$ cat src/rtl/control_pipe_regs.sv
// Control-side pipeline registers for the five-stage core.
// Carries the decoder control word from Decode through Execute, Memory and
// Writeback with a destination register and valid bit per stage. Branches
// are resolved in Execute. Bubbles replace the instruction entering Execute
// on flush. Retired and squashed instructions are counted.
module control_pipe_regs #(
  parameter int CNT_W = 32
) (
  input  logic             clk,
  input  logic             rst,
  input  logic             ValidD,
  input  logic             RegWriteD,
  input  logic             MemWriteD,
  input  logic             ResultSrcD,
  input  logic             ALUSrcD,
  input  logic             BranchD,
  input  logic [1:0]       ALUOpD,
  input  logic [4:0]       RdD,
  input  logic             FlushE,
  input  logic             ZeroE,
  output logic             RegWriteE,
  output logic             MemWriteE,
  output logic             ResultSrcE,
  output logic             ALUSrcE,
  output logic             BranchE,
  output logic [1:0]       ALUOpE,
  output logic [4:0]       RdE,
  output logic             PCSrcE,
  output logic             RegWriteM,
  output logic             MemWriteM,
  output logic             ResultSrcM,
  output logic [4:0]       RdM,
  output logic             RegWriteW,
  output logic             ResultSrcW,
  output logic [4:0]       RdW,
  output logic             ValidE,
  output logic             ValidM,
  output logic             ValidW,
  output logic [CNT_W-1:0] RetireCnt,
  output logic [CNT_W-1:0] SquashCnt
);

  // Execute keeps the full control word; later stages keep only what they use.
  typedef struct packed {
    logic       valid;
    logic       regWrite;
    logic       memWrite;
    logic       resultSrc;
    logic       aluSrc;
    logic       branch;
    logic [1:0] aluOp;
    logic [4:0] rd;
  } exStageT;

  typedef struct packed {
    logic       valid;
    logic       regWrite;
    logic       memWrite;
    logic       resultSrc;
    logic [4:0] rd;
  } memStageT;

  typedef struct packed {
    logic       valid;
    logic       regWrite;
    logic       resultSrc;
    logic [4:0] rd;
  } wbStageT;

  localparam logic [CNT_W-1:0] CNT_ONE = {{(CNT_W-1){1'b0}}, 1'b1};

  exStageT          exReg;
  exStageT          exNext;
  memStageT         memReg;
  wbStageT          wbReg;
  logic             branchTaken;
  logic             bubbleE;
  logic             squashEvent;
  logic [CNT_W-1:0] retireReg;
  logic [CNT_W-1:0] squashReg;

  // The branch decision must reach the fetch mux in the same cycle, so it is
  // formed straight from the Execute register with no extra delay.
  assign branchTaken = exReg.branch & ZeroE & exReg.valid;

  // A bubble enters Execute on flush, on a taken branch (the younger
  // instruction is wrong-path) or when Decode holds nothing real.
  assign bubbleE     = FlushE | branchTaken | ~ValidD;

  // Only a real Decode instruction that gets discarded counts as squashed;
  // flush and taken branch together still discard just one instruction.
  assign squashEvent = ValidD & (FlushE | branchTaken);

  // Build the next Execute contents: a bubble unless Decode can advance.
  always_comb begin
    exNext = '0;
    if (!bubbleE) begin
      exNext.valid     = 1'b1;
      exNext.regWrite  = RegWriteD;
      exNext.memWrite  = MemWriteD;
      exNext.resultSrc = ResultSrcD;
      exNext.aluSrc    = ALUSrcD;
      exNext.branch    = BranchD;
      exNext.aluOp     = ALUOpD;
      exNext.rd        = RdD;
    end
  end

  // Execute stage register; reset empties it immediately.
  always_ff @(posedge clk or negedge rst) begin
    if (!rst) begin
      exReg <= '0;
    end else begin
      exReg <= exNext;
    end
  end

  // Memory stage register; whatever sits in Execute always moves on,
  // including the branch that redirected fetch.
  always_ff @(posedge clk or negedge rst) begin
    if (!rst) begin
      memReg <= '0;
    end else begin
      memReg.valid     <= exReg.valid;
      memReg.regWrite  <= exReg.regWrite;
      memReg.memWrite  <= exReg.memWrite;
      memReg.resultSrc <= exReg.resultSrc;
      memReg.rd        <= exReg.rd;
    end
  end

  // Writeback stage register, fed unconditionally from Memory.
  always_ff @(posedge clk or negedge rst) begin
    if (!rst) begin
      wbReg <= '0;
    end else begin
      wbReg.valid     <= memReg.valid;
      wbReg.regWrite  <= memReg.regWrite;
      wbReg.resultSrc <= memReg.resultSrc;
      wbReg.rd        <= memReg.rd;
    end
  end

  // Retire counter: an instruction retires on the edge it leaves Writeback.
  always_ff @(posedge clk or negedge rst) begin
    if (!rst) begin
      retireReg <= '0;
    end else if (wbReg.valid) begin
      retireReg <= retireReg + CNT_ONE;
    end
  end

  // Squash counter: one per real Decode instruction replaced by a bubble.
  always_ff @(posedge clk or negedge rst) begin
    if (!rst) begin
      squashReg <= '0;
    end else if (squashEvent) begin
      squashReg <= squashReg + CNT_ONE;
    end
  end

  assign ValidE     = exReg.valid;
  assign RegWriteE  = exReg.regWrite;
  assign MemWriteE  = exReg.memWrite;
  assign ResultSrcE = exReg.resultSrc;
  assign ALUSrcE    = exReg.aluSrc;
  assign BranchE    = exReg.branch;
  assign ALUOpE     = exReg.aluOp;
  assign RdE        = exReg.rd;
  assign PCSrcE     = branchTaken;

  assign ValidM     = memReg.valid;
  assign RegWriteM  = memReg.regWrite;
  assign MemWriteM  = memReg.memWrite;
  assign ResultSrcM = memReg.resultSrc;
  assign RdM        = memReg.rd;

  assign ValidW     = wbReg.valid;
  assign RegWriteW  = wbReg.regWrite;
  assign ResultSrcW = wbReg.resultSrc;
  assign RdW        = wbReg.rd;

  assign RetireCnt  = retireReg;
  assign SquashCnt  = squashReg;

endmodule

$ cat config.mk
export PLATFORM = sky130hd
export DESIGN_NAME = control_pipe_regs
export DESIGN_NICKNAME = d
export VERILOG_FILES = /design/src/rtl/control_pipe_regs.sv
export SDC_FILE = /design/constraint.sdc
export NUM_CORES = 1
export LEC_CHECK = 0
export ABC_AREA = 1
export BUFFER_PORTS_ARGS = -buffer_cell sky130_fd_sc_hd__buf_2
export CORE_ASPECT_RATIO = 1.5
export CORE_UTILIZATION = 53
export DETAILED_ROUTE_END_ITERATION = 8
export GPL_ROUTABILITY_DRIVEN = 0
export PLACE_DENSITY = 0.8
export SLEW_MARGIN = 20
export SYNTH_ARGS = -nofsm -noshare
export SYNTH_HDL_FRONTEND = slang
export SYNTH_SLANG_ARGS = --single-unit
$ cat constraint.sdc
create_clock -name clk -period 1.53 [get_ports clk]
set_input_delay 0.306 -clock clk [delete_from_list [all_inputs] [get_ports clk]]
set_output_delay 0.306 -clock clk [all_outputs]
set_load 0.01 [all_outputs]
# [After elaboration in Yosys (flattened, before gate mapping)]
# Index checks and enable logic that the tools add are counted.
[classes] n_eq_ne=0 n_shift=0 reduce_logical=0 n_lt_le_gt_ge=0 mux=1 add_sub_neg=2 mul=0 n_bitwise=6 n_div=0
[ops] operator="$add 32x1->32 const B" n=2
[ops] operator="$mux 13" n=1
[ops] operator="$and 1x1->1" n=3
[ops] operator="$or 1x1->1" n=2
[ops] operator="$not 1->1" n=1
[totals] out_inout_bits=95 n_memories=0 wordCells=28 latchBits=0 reg_bits=94 mem_bits_ro=0 ramBits=0 inputBits=17

# [Logic depth before layout (Yosys ltp)]
[logic_depth] ltp_word=5 ltp_mapped=9 ltp_nobuf=9

# [Worst setup path after synthesis]
# Ideal clock, no wire load.
[synth_path] path_kind="reg-to-reg" start="register retireReg[0] (netlist: RetireCnt[0])" end="register retireReg[26] (netlist: RetireCnt[26])" arrival_time_ns=1.291 slack_ns=0.111 n_path_buf=0 setup_ns=0.127 stages_incl_launch_ff=8 path_cell_list="dfrtp_1 -> ha_1 -> nand3_2 -> nor2_4 -> nand2_4 -> nor2_2 -> nand2_1 -> xnor2_1"
[synth_via] elab_chain_cells=1
[synth_rtl] item="from (decl)" line_no="79" source="logic [CNT_W-1:0] retireReg;"
[synth_rtl] item="from (signal assigned)" line_no="149" source="retireReg <= retireReg + CNT_ONE;"
[synth_rtl] item="$add 32x1->32" line_no="149"
# Every way passes these cells.
# A chain may end at the register's enable or synchronous reset.

# [Worst setup path in the final report]
[layout_path] start="register squashReg[0] (netlist: SquashCnt[0])" end="register squashReg[26] (netlist: SquashCnt[26])"
[layout_via] elab_chain_cells=1
[layout_rtl] item="from (decl)" line_no="80" source="logic [CNT_W-1:0] squashReg;"
[layout_rtl] item="from (signal assigned)" line_no="158" source="squashReg <= squashReg + CNT_ONE;"
[layout_rtl] item="$add 32x1->32" line_no="158"
# Every way passes these cells.

==> impl_metrics.toml <==
[cells_and_area]
diodes = 0
drive_gt1_frac = 0.3344
area_delta_synth_final_pct = 29.73
instances_no_fill = 748
nets = 657

[critical_path]
critPathLaunch = "SquashCnt[0]"
setup.worst_path.start_class = "register"
path_class = "reg2reg"
slowest_stage = "dfrtp_1"
critical_path.max_fanout = 7
slowest_delay_ns = 0.41
crit_top_cell = "nor2_4"
cp_top_family = "simple AND/OR/NAND/NOR gates"
worst-r2r-cell-count = 8
critical_path_buf_inv_count = 2
critPathArrivalTime_ns = 1.72
rrSetupSlack_ns = 0.06
r2r_start = "SquashCnt[0]"
crit_required_ns = 1.78
crit_cells = 8
endpoint_kind = "register"
cp_cell_sequence = "ha_2 -> inv_2 -> nor2_4 -> nand3_2 -> nor2_4 -> nand4_1 -> nand2_1 -> inv_1"

[detailed_routing]
routed_wl_um = 10640
dr.pass1.iters = 4
vias = 3755
ant_nets = 0
drc_errors = 0
routedWlPerCell_um = 14.22
vias_per_cell = 5.020
drtIter0Drc = 176

[hold_path]
hold_class = "in2reg"
worstHoldStart = "BranchD"
whs_path_depth = 3

[global_routing]
grt_pass1_vias = 3719
grt_usage = 0.2568
grt.overflow.total = 0
antenna_found_initial = 0
grt_max_degree = 30
grt_pass1_wl_um = 17230

[timing]
worstMarginPinSlew_ns = 0.3721
finalSetupViolations = 0
fmax_ghz = 0.6818
fin_crit_sh = 0.9587
fin_crit_ns = 1.467
rsz0062_at_grt = "true"
report.final.slew_viol_count = 0
clock_skew_ns = 0.008288
slew_headroom = 0.7500
finalHoldViolations = 0

[logic_synthesis]
synth_top_cell_area_share = 0.5359
synth_seq_cells = 94
yosysUniqueCellTypes = 24
synth.area.top_cells = "dfrtp_1 (54%), nand2_1 (11%), inv_1 (5.8%), nor2_1 (4.9%), xor2_1 (4.4%)"
synthSimpleGateAreaFrac = 0.3036
avgSynthCellArea_um2 = 9.013
syn-instance-count = 487
synth_compound_area_frac = 0.007412
synth_fa_ha_area_frac = 0.005701
yosysSeqAreaShare = 0.5359
synth_top_family_by_area = "simple AND/OR/NAND/NOR gates"
synth_warnings = 0
synthXorXnorAreaFrac = 0.08580
muxShareOfSynthArea = 0
synth_top_area_cell = "dfrtp_1"
syn_area_um2 = 4389
syn-num-nets = 506

[status]
outcome = "finished clean"

[clock_network]
insertion_delay_ns = 0.35
cts.clk_slew.worst_paths_ns = 0.07
cts_tree = "done"
clockRootBuffer = "clkbuf_16"
cts_max_level = 3
cts_buffers = 9
clockBufferDepth = 2
numClockSinks = 94

[power_and_ir_drop]
pwr-share-comb = 0.136
power_density_nw_per_um2 = 1063
vdd_drop_max_v = 0.0008444
power_frac_seq = 0.476
p_leak_nw = 3.122
total_power_mw = 6.054
switching_share = 0.2853
p_sw_mw = 1.727
clockPowerShare = 0.387
intPower_mw = 4.327

[run]
drv_cap = 0

[place]
numPortBuffers = 111
dp_cells = 721
post-dp-hpwl_um = 7959

[floorplanning]
placementRows = 40
start_util = 0.5481
die-area_um2 = 8657
dieWidth_um = 76.31
die_y_um = 113.5
design.core.area_um2 = 8008
pin_count = 112
==> power by group through the flow <==
stage	Combinational, mW	Clock [mW]	Sequential [mW]
floorplan	0.279	0	2.98
finish	0.825	2.35	2.88
global placement	0.689	0	2.91
detailed placement	0.708	0	2.93
global route	0.914	2.47	2.91
CTS	0.713	2.39	2.89
==> repair_timing <==
action | 4_1_cts | 5_1_grt
setup endpoints to repair | 1 | 24
hold buffers | 1 | 0
resized for setup | 1 | 19
buffers inserted | 0 | 10
endpoints found under the hold margin | 21 | 0
pin swaps | 0 | 9
==> metal layers <==
metal / global-route usage / up-vias / share of wire
li1: - / 1810 / -
met2: 0.4769 / 111 / 0.55
met3: 0.04240 / 22 / 0.041
met4: 0.1128 / 0 / 0.028
met1: 0.2875 / 1812 / 0.38
met5: 0 / - / 0
==> layout make-up <==
class	instances	area (um2)
Clock buffer	9	225.2
Multi-Input combinational cell	323	1815
Clock inverter	7	88.84
Fill cell	619	2313
Timing Repair Buffer	142	818.3
Sequential cell	94	2360
Tap cell	105	131.4
Inverter	68	255.2
==> synth_stat cells <==
| master | n |
|---|---|
| nor2_8 | 1 |
| clkbuf_1 | 1 |
| nand3_1 | 28 |
| nand3b_1 | 7 |
| nand4_1 | 14 |
| a21oi_2 | 1 |
| xor2_1 | 22 |
| ha_1 | 2 |
| buf_6 | 1 |
| nor2_4 | 8 |
| o21ai_2 | 1 |
| inv_1 | 68 |
| nand2_4 | 2 |
| nand3_2 | 5 |
| nand2_1 | 123 |
| dfrtp_1 | 94 |
| nand2_2 | 7 |
| xnor2_1 | 21 |
| nor3_1 | 6 |
| nand3_4 | 1 |
| nor2_1 | 57 |
| nor2_2 | 10 |
| o21ai_1 | 3 |
| nor3_2 | 4 |
==> registers in the layout, indices dropped and copies added (netlist names), 2 cells and up <==
name and flops:
ALUOpE 2, SquashCnt 32, RdW 5, RdE 5, RdM 5, RetireCnt 32
==> cells by family (layout without fill, tap and decap cells) <==
logic type / Yosys count / count (layout)
and+or+nand+nor: 273 / 273
DFF: 94 / 94
buffers and inverters: 70 / 226
xor gates and xnor gates: 43 / 43
AOI/OAI and AO/OA: 5 / 5
adders and majority gates: 2 / 2
==> tightest hold or removal path, cell delays in order <==
cell    delay [ns]
buf_2         0.09
inv_1         0.04
nor2_1        0.03
==> cells in the final DEF, fill, tap and decap left out <==
| cell | Yosys | final |
|---|---|---|
| buf_2 | 0 | 110 |
| a21oi_2 | 1 | 1 |
| nor3_2 | 4 | 4 |
| clkinv_8 | 0 | 1 |
| inv_6 | 0 | 4 |
| nand4_1 | 14 | 14 |
| inv_1 | 68 | 67 |
| nor2_4 | 8 | 8 |
| nor3_1 | 6 | 5 |
| xor2_1 | 22 | 22 |
| inv_2 | 0 | 1 |
| o21ai_1 | 3 | 3 |
| bufinv_16 | 0 | 1 |
| nand3b_1 | 7 | 7 |
| o21ai_2 | 1 | 1 |
| nand2_2 | 7 | 10 |
| nand2_1 | 123 | 120 |
| dlygate4sd3_1 | 0 | 1 |
| nand3_1 | 28 | 26 |
| nand2_4 | 2 | 2 |
| nor2_2 | 10 | 13 |
| dfrtp_2 | 0 | 6 |
| dfrtp_1 | 94 | 88 |
| xnor2_1 | 21 | 21 |
| nor2_8 | 1 | 1 |
| nand3_2 | 5 | 6 |
| clkbuf_16 | 0 | 9 |
| clkinvlp_4 | 0 | 1 |
| ha_2 | 0 | 2 |
| buf_12 | 0 | 2 |
| nor2_1 | 57 | 54 |
| nor3_4 | 0 | 1 |
| buf_4 | 0 | 29 |
| nand3_4 | 1 | 2 |
==> final timing paths <==
path,endpoint
setup / recovery,SquashCnt[26]
hold / removal,BranchE
setup reg to reg,SquashCnt[26]
hold reg to reg,RdM[3]
max in group asynchronous,SquashCnt[16]
min in group asynchronous,RetireCnt[2]
==> metrics by stage <==
stage | hold slack [ns] | cell area (um2) | setup WS [ns] | TNS, ns | utilization
detailed placement | 0.2272 | 5239 | -0.008268 | -0.008268 | 0.6542
CTS | 0.1489 | 5568 | 0.0007475 | 0 | 0.6953
global route | 0.1610 | 5694 | -0.04399 | -0.2127 | 0.7111
finish | 0.1524 | 5694 | 0.06319 | 0 | 0.7111
global placement | 0.2278 | 5239 | 0.02597 | 0 | 0.6542
floorplan | 0.01041 | 4389 | 0.1113 | 0 | -
Power figures use the tool's default switching activity.
